## src/rtl/imem_loader_if.sv

```systemverilog
// Byte-stream input and instruction-memory write port of the imem loader.
// The loader side uses the slave modport; the source/memory side uses master.
interface imem_loader_if #(
  parameter int unsigned ADDR_WIDTH = 8
);
  logic                  in_valid;
  logic [7:0]            in_data;
  logic                  in_ready;
  logic                  mem_we;
  logic [ADDR_WIDTH-1:0] mem_waddr;
  logic [31:0]           mem_wdata;

  modport master (
    output in_valid, in_data,
    input  in_ready, mem_we, mem_waddr, mem_wdata
  );

  modport slave (
    input  in_valid, in_data,
    output in_ready, mem_we, mem_waddr, mem_wdata
  );
endinterface

```

## src/rtl/imem_loader.sv

```systemverilog
// Loads a framed little-endian byte stream (16-bit word count + words) into
// instruction memory from address 0, holding fetch until the image is complete.
module imem_loader #(
  parameter int unsigned ADDR_WIDTH = 8
) (
  input  logic            clk,
  input  logic            rst,
  input  logic            start,
  imem_loader_if.slave    bus,
  output logic            fetch_hold,
  output logic            done,
  output logic            err,
  output logic [ADDR_WIDTH:0] words_loaded
);
  localparam int unsigned DEPTH = 32'(1) << ADDR_WIDTH;

  typedef enum logic [2:0] {
    IDLE, HDR0, HDR1, DATA, FLUSH, DONE, ERR
  } state_t;

  state_t                state;
  logic [15:0]           count;
  logic [1:0]            byte_idx;
  logic [23:0]           word_buf;
  logic [ADDR_WIDTH-1:0] waddr;

  logic        take;
  logic [15:0] hdr_count;
  logic        last_word;

  assign take      = bus.in_valid && bus.in_ready;
  assign hdr_count = {bus.in_data, count[7:0]};
  // words_loaded still holds the pre-increment value when the final byte lands
  assign last_word = (32'(words_loaded) + 32'd1) == 32'(count);

  always_ff @(posedge clk or posedge rst) begin
    if (rst) begin
      state         <= IDLE;
      bus.in_ready  <= 1'b0;
      bus.mem_we    <= 1'b0;
      bus.mem_waddr <= '0;
      bus.mem_wdata <= '0;
      fetch_hold    <= 1'b1;
      done          <= 1'b0;
      err           <= 1'b0;
      words_loaded  <= '0;
      count         <= '0;
      byte_idx      <= '0;
      word_buf      <= '0;
      waddr         <= '0;
    end else begin
      bus.mem_we <= 1'b0;
      case (state)
        IDLE, DONE, ERR: begin
          if (start) begin
            state        <= HDR0;
            bus.in_ready <= 1'b1;
            done         <= 1'b0;
            err          <= 1'b0;
            fetch_hold   <= 1'b1;
            words_loaded <= '0;
          end
        end
        HDR0: begin
          if (take) begin
            count[7:0] <= bus.in_data;
            state      <= HDR1;
          end
        end
        HDR1: begin
          if (take) begin
            count[15:8] <= bus.in_data;
            if (hdr_count == 16'd0) begin
              state        <= DONE;
              bus.in_ready <= 1'b0;
              done         <= 1'b1;
              fetch_hold   <= 1'b0;
            end else if (32'(hdr_count) > DEPTH) begin
              state        <= ERR;
              bus.in_ready <= 1'b0;
              err          <= 1'b1;
            end else begin
              state    <= DATA;
              byte_idx <= '0;
              waddr    <= '0;
            end
          end
        end
        DATA: begin
          if (take) begin
            byte_idx <= byte_idx + 2'd1;
            case (byte_idx)
              2'd0: word_buf[7:0]   <= bus.in_data;
              2'd1: word_buf[15:8]  <= bus.in_data;
              2'd2: word_buf[23:16] <= bus.in_data;
              default: begin
                bus.mem_wdata <= {bus.in_data, word_buf};
                bus.mem_waddr <= waddr;
                bus.mem_we    <= 1'b1;
                waddr         <= waddr + ADDR_WIDTH'(1);
                words_loaded  <= words_loaded + (ADDR_WIDTH+1)'(1);
                if (last_word) begin
                  state        <= FLUSH;
                  bus.in_ready <= 1'b0;
                end
              end
            endcase
          end
        end
        FLUSH: begin
          state      <= DONE;
          done       <= 1'b1;
          fetch_hold <= 1'b0;
        end
        default: begin
          state        <= IDLE;
          bus.in_ready <= 1'b0;
        end
      endcase
    end
  end
endmodule

```

## src/flat_wrapper.sv

```systemverilog
// flat-port wrapper written by rule: the top's interface ports become plain ports
module imem_loader_flat 
#(
  parameter int unsigned ADDR_WIDTH = 8
)
  (clk, rst, start, fetch_hold, done, err, words_loaded, bus_in_valid, bus_in_data, bus_in_ready, bus_mem_we, bus_mem_waddr, bus_mem_wdata);
  imem_loader_if #(.ADDR_WIDTH(ADDR_WIDTH)) bus_i ();
  input  logic clk;
  input  logic rst;
  input  logic start;
  output logic fetch_hold;
  output logic done;
  output logic err;
  output logic [ADDR_WIDTH:0] words_loaded;
  input wire logic [$bits(bus_i.in_valid)-1:0] bus_in_valid;
  input wire logic [$bits(bus_i.in_data)-1:0] bus_in_data;
  output wire logic [$bits(bus_i.in_ready)-1:0] bus_in_ready;
  output wire logic [$bits(bus_i.mem_we)-1:0] bus_mem_we;
  output wire logic [$bits(bus_i.mem_waddr)-1:0] bus_mem_waddr;
  output wire logic [$bits(bus_i.mem_wdata)-1:0] bus_mem_wdata;
  assign bus_i.in_valid = bus_in_valid;
  assign bus_i.in_data = bus_in_data;
  assign bus_in_ready = bus_i.in_ready;
  assign bus_mem_we = bus_i.mem_we;
  assign bus_mem_waddr = bus_i.mem_waddr;
  assign bus_mem_wdata = bus_i.mem_wdata;
  imem_loader #(.ADDR_WIDTH(ADDR_WIDTH)) u_core (.clk(clk), .rst(rst), .start(start), .bus(bus_i), .fetch_hold(fetch_hold), .done(done), .err(err), .words_loaded(words_loaded));
endmodule
```

## config.mk

```make
export PLATFORM = sky130hd
export DESIGN_NAME = imem_loader_flat
export DESIGN_NICKNAME = d
export VERILOG_FILES = /design/src/rtl/imem_loader_if.sv /design/src/rtl/imem_loader.sv /design/src/flat_wrapper.sv
export SDC_FILE = /design/constraint.sdc
export NUM_CORES = 1
export LEC_CHECK = 0
export ABC_AREA = 1
export CELL_PAD_IN_SITES_DETAIL_PLACEMENT = 1
export CELL_PAD_IN_SITES_GLOBAL_PLACEMENT = 1
export CORE_MARGIN = 8
export CORE_UTILIZATION = 41
export CTS_CLUSTER_DIAMETER = 40
export DETAILED_ROUTE_END_ITERATION = 16
export GPL_TIMING_DRIVEN = 0
export PLACE_DENSITY = 0.81
export RECOVER_POWER = 25
export SYNTH_ARGS = -nofsm -noshare
export SYNTH_HDL_FRONTEND = slang
export SYNTH_SLANG_ARGS = --single-unit
```

## constraint.sdc

```tcl
create_clock -name clk -period 3.82 [get_ports clk]
set_input_delay 0.764 -clock clk [delete_from_list [all_inputs] [get_ports clk]]
set_output_delay 0.764 -clock clk [all_outputs]
set_load 0.03 [all_outputs]
```

# After elaboration in Yosys (flattened, before gate mapping)
# Index checks and enable logic that the tools add are counted.
[op_classes] n_eq_ne=20 n_addsub=4 n_bitwise=2 n_reduce_logical=24 mux=46 order_cmp=1
[op_table] op="8-bit 2-to-1 mux" count=5
[op_table] op="32-bit by 16-bit equality test with 1-bit output" count=1
[op_table] op="9-bit 2-to-1 mux" count=3
[op_table] op="3-bit 2-to-1 mux" count=8
[op_table] op="1-bit 2-to-1 mux" count=18
[op_table] op="9-bit one-hot mux with 2 select lines" count=1
[op_table] op="16-bit by 9-bit greater-than comparator with 1-bit output (second input constant)" count=1
[op_table] op="16-bit zero test" count=1
[op_table] op="8-bit one-hot mux with 2 select lines" count=1
[op_table] op="3-bit one-hot mux with 5 select lines" count=1
[op_table] op="2-bit by 1-bit inequality test with 1-bit output (second input constant)" count=6
[op_table] op="3-bit AND reduction" count=4
[op_table] op="6-bit AND reduction" count=2
[op_table] op="9-bit by 1-bit adder with 10-bit output (second input constant)" count=1
[op_table] op="5-bit AND reduction" count=2
[op_table] op="9-bit by 1-bit adder with 9-bit output (second input constant)" count=1
[op_table] op="3-bit equality test (second input constant)" count=3
[op_table] op="8-bit by 1-bit adder with 8-bit output (second input constant)" count=1
[op_table] op="2-bit 2-to-1 mux" count=4
[op_table] op="2-bit inequality test (second input constant)" count=4
[op_table] op="4-bit AND reduction" count=2
[op_table] op="7-bit AND reduction" count=1
[op_table] op="3-bit by 2-bit equality test with 1-bit output (second input constant)" count=2
[op_table] op="1-bit one-hot mux with 3 select lines" count=2
[op_table] op="other kinds (17)" count=22
[word_totals] register_bits=107 inputBits=12

# Logic depth before layout (Yosys ltp)
[depth] depth_word=6 mapped_depth=14

# Worst setup path after synthesis
# OpenSTA, ideal clock, no wires.
[synth_timing] path_type="reg2reg" from="reg u_core.words_loaded[0]" to="reg u_core.state[0]" path_stages_with_launch=15 path_buffers=0 path_slack_ns=1.980 required_ns=3.703 arrival_ns=1.723 period_less_slack_ns=1.840 path_cell_list="dfrtp_1 ha_1 nand2_2 nor2_2 nand2_1 nand2_1 nand2_1 nand2_1 nand2_1 nor2_1 nand3_1 nand2_2 nand2_2 nand2_1 nand2_1"
[synth_between] elab_chain_cells=4
[synth_lines] element="from (decl)" line="imem_loader.sv:13" text="output logic [ADDR_WIDTH:0] words_loaded"
[synth_lines] element="from (signal assigned)" line="imem_loader.sv:101" text="words_loaded <= words_loaded + (ADDR_WIDTH+1)'(1);"
[synth_lines] element="9-bit by 1-bit adder with 10-bit output" line="imem_loader.sv:34" text="assign last_word = (32'(words_loaded) + 32'd1) == 32'(count);"
[synth_lines] element="32-bit by 16-bit equality test with 1-bit output" line="imem_loader.sv:34"
[synth_lines] element="2-bit by 1-bit inequality test with 1-bit output (no line)"
[synth_lines] element="6-bit AND reduction (no line)"
[synth_lines] element="to (signal assigned)" line="imem_loader.sv:38" text="state <= IDLE;"
[synth_lines] element="to (signal assigned)" line="imem_loader.sv:56" text="state <= HDR0;"
[synth_lines] element="to (signal assigned)" line="imem_loader.sv:67" text="state <= HDR1;"
[synth_lines] element="to (decl)" line="imem_loader.sv:21" text="state_t state;"
# Every way passes these cells.
# A chain may end at the register's enable or synchronous reset.

==> flow_summary.json <==
{
  "startpoint": "rst",
  "route.vias.total": 4124,
  "report.final.setup_viol": 0,
  "power.density_mw_per_mm2": 628,
  "avgSynthCellArea_um2": 8.35,
  "drive_gt1_share_pct": 8.08,
  "cp-end-kind": "asynchronous set/reset pin",
  "synth_seq_area_share_pct": 55.8,
  "cts_num_sinks": 107,
  "cts_resized": 0,
  "critical_path.cell_chain": "dlygate4sd3_1, clkinvlp_2, buf_16",
  "worst-slew-pin-transition_ps": 2220,
  "total_power_uw": 3740,
  "hold_path_startpoint": "u_core.fetch_hold",
  "cts.hold.buffers_added": 0,
  "synthAdderAreaFrac_pct": 1.56,
  "fin_cells": 799,
  "die_h_um": 124,
  "clk_latency_ps": 350,
  "fp.coreArea_mm2": 0.0114,
  "power.share.combinational_pct": 31.0,
  "synthMuxAreaShare_pct": 0,
  "globalRouteTotalUtil_pct": 17.7,
  "vias_in_the_first_global_route": 4427,
  "holdCritPathClass": "reg -> reg",
  "area_growth_pct": 23.9,
  "detail_route.wl_per_cell_um": 16.6,
  "highest_net_fanout_along_the_worst_path": 62,
  "min_period_over_period_pct": 65.2,
  "final_antenna_diode_count": 0,
  "grt.overflow.total": 0,
  "finalNetCount": 670,
  "cts_buffers": 9,
  "cp_slowest_cell": "sky130_fd_sc_hd__clkinvlp_2",
  "period_needed_ps": 2490,
  "timing_max_transition_violations_final": 46,
  "synthSimpleGateAreaFrac_pct": 28.2,
  "clock_tree.htree_level_count": 3,
  "hpwl_after_detailed_placement_mm": 9.56,
  "grt_start_max_net_pins": 63,
  "internal_power_uw": 2370,
  "timing.final.hold_violations": 0,
  "floorplan.rows": 39,
  "rsz0062_at_grt": "false",
  "run_status": "complete, but fails checks",
  "max_stage_delay_ps": 1270,
  "syn_nets": 593,
  "gp_routability_congestion": 0.823,
  "antenna_violations_before_repair": 0,
  "wire_length_of_the_first_global_routing_pass_mm": 22.6,
  "worst_setup_path_start_kind": "input pin",
  "clock-root-buffer": "sky130_fd_sc_hd__clkbuf_16",
  "cts.clk_slew.worst_paths_ps": 70,
  "synth_cells": 575,
  "place_ws_ps": 1130,
  "max_cap_violations": 1,
  "dieArea_mm2": 0.0154,
  "proportion_of_power_drawn_by_flip_flops_and_latches_pct": 43.9,
  "layout_common_cells": "sky130_fd_sc_hd__nand2_1 (243), sky130_fd_sc_hd__dfrtp_1 (106), sky130_fd_sc_hd__clkdlybuf4s50_1 (64)",
  "postSynthRegisterBits": 107,
  "cells_after_dpl": 784,
  "leakagePower_uw": 0.00293,
  "timing.critical_path.arrival_ps": 3000,
  "die_w_um": 124,
  "power.switching_fraction_pct": 36.6,
  "clkPwrFrac_pct": 25.1,
  "post-cts-setup-buffers": 0,
  "io-pin-count": 66,
  "timing.clock.skew_ps": 6.19,
  "synth_top_family_by_area": "simple AND/OR/NAND/NOR gates",
  "power.net_switching_uw": 1370,
  "synth.distinct_cells": 31,
  "slew_headroom_pct": -48.6,
  "critical_path_class": "in -> async",
  "yosysWarnings": 0,
  "start_util_pct": 42.1,
  "cts_buffer_depth": 2,
  "drt_iter0_markers": 255,
  "count_of_tritonroute_iterations_in_the_first_routing_pass": 4,
  "postRouteAntennaNets": 0,
  "remaining_drc_errors": 0,
  "max_clock_freq_ghz": 0.402,
  "route.detailed.vias_per_inst": 5.16,
  "mostFrequentLayoutCell": "sky130_fd_sc_hd__nand2_1",
  "critical_path_required_ps": 4330,
  "cts_tree": "yes",
  "yosys.area_share.xor_xnor_pct": 1.09,
  "ir_drop_mv": 0.425,
  "worst_slack_ps": 1330,
  "worst_r2r_startpoint": "u_core.words_loaded[0]",
  "violations": "max-capacitance violations, max-slew violations",
  "port-buffer-count": 65,
  "route.final.wire_length_mm": 13.3,
  "post_synth_instance_area_mm2": 0.00480,
  "synth_compound_gate_area_share_pct": 8.02
}
==> area by class of cell <==
| cell class | count | area [um^2] |
|---|---|---|
| Fill cell | 1389 | 5470 |
| Sequential cell | 107 | 2680 |
| Multi-Input combinational cell | 405 | 1870 |
| Timing Repair Buffer | 66 | 678 |
| Clock buffer | 10 | 229 |
| Inverter | 47 | 179 |
| Tap cell | 143 | 179 |
| Buffer | 16 | 80.1 |
| Clock inverter | 5 | 61.3 |
==> layer usage <==
| metal | GRT usage (%) | up-vias | share of wire, % | wire (um) |
|---|---|---|---|---|
| met3 | 5.02 | 16 | 4.0 | 535 |
| met4 | 5.53 | 0 | 1.7 | 229 |
| met1 | 21.2 | 2069 | 44 | 5890 |
| met5 | 0 | - | 0 | 0 |
| met2 | 29.9 | 64 | 50 | 6620 |
| li1 | - | 1975 | - | - |
==> worst max-delay path: cells and delay by family <==
| family | cells | cell delay [ps] |
|---|---|---|
| buf+inv | 3 | 2180 |
==> synthesized netlist by cell type (all sizes together) <==
cell type | n | area (um^2)
nand4 | 7 | 43.8
nor3 | 5 | 35.0
o31ai | 1 | 7.51
o21ai | 58 | 290
o211ai | 2 | 15.0
dfrtp | 106 | 2650
a21oi | 3 | 15.0
nand2 | 249 | 950
clkbuf | 7 | 26.3
a211oi | 1 | 20.0
nor2 | 28 | 118
buf | 9 | 53.8
xor2 | 5 | 43.8
ha | 6 | 75.1
o22ai | 6 | 37.5
nand3 | 32 | 200
inv | 45 | 169
clkinv | 2 | 8.75
xnor2 | 1 | 8.76
dfstp | 1 | 26.3
nand3b | 1 | 7.51
==> cells by family after synthesis <==
logic type | count (synthesis)
fa+ha+maj | 6
buf+inv | 63
compound gates | 71
simple gates | 322
flops | 107
xor+xnor | 6
==> state kept, by name, indices dropped and copies added (netlist names), 2 cells and up <==
register,cells
u_core.bus.mem_wdata,32
u_core.word_buf,24
u_core.count,16
u_core.words_loaded,9
u_core.bus.mem_waddr,8
u_core.waddr,8
u_core.state,3
u_core.byte_idx,2
==> power by group through the flow <==
stage          logic, uW  registers (uW)  clock network (uW)
6_report            1160            1640                 936
3_5_place_dp        1160            1660                   0
2_1_floorplan        659            1750                   0
4_1_cts             1180            1640                 959
3_3_place_gp        1110            1640                   0
5_1_grt             1310            1680                 997
==> path summary, 6_finish.rpt <==
check	slack, ps	end	cells past startpoint
hold / removal	460	u_core.fetch_hold	2
min in group asynchronous	1460	u_core.bus.mem_wdata[1]	2
hold reg to reg	460	u_core.fetch_hold	2
max in group clk	1490	u_core.waddr[5]	10
setup reg to reg	1800	u_core.state[1]	12
setup / recovery	1330	u_core.bus.mem_waddr[3]	3
==> per-stage QoR <==
step | utilization [%] | cell area (um^2) | hold WS, ps | TNS, ps
after global routing | 52.1 | 5950 | 501 | 0
final | 52.1 | 5950 | 463 | 0
after global placement | 49.3 | 5630 | 452 | -139210
after detailed placement | 49.6 | 5660 | 457 | 0
after floorplan | - | 4800 | 442 | 0
after CTS | 52.1 | 5950 | 469 | 0
Power figures use the tool's default switching activity.
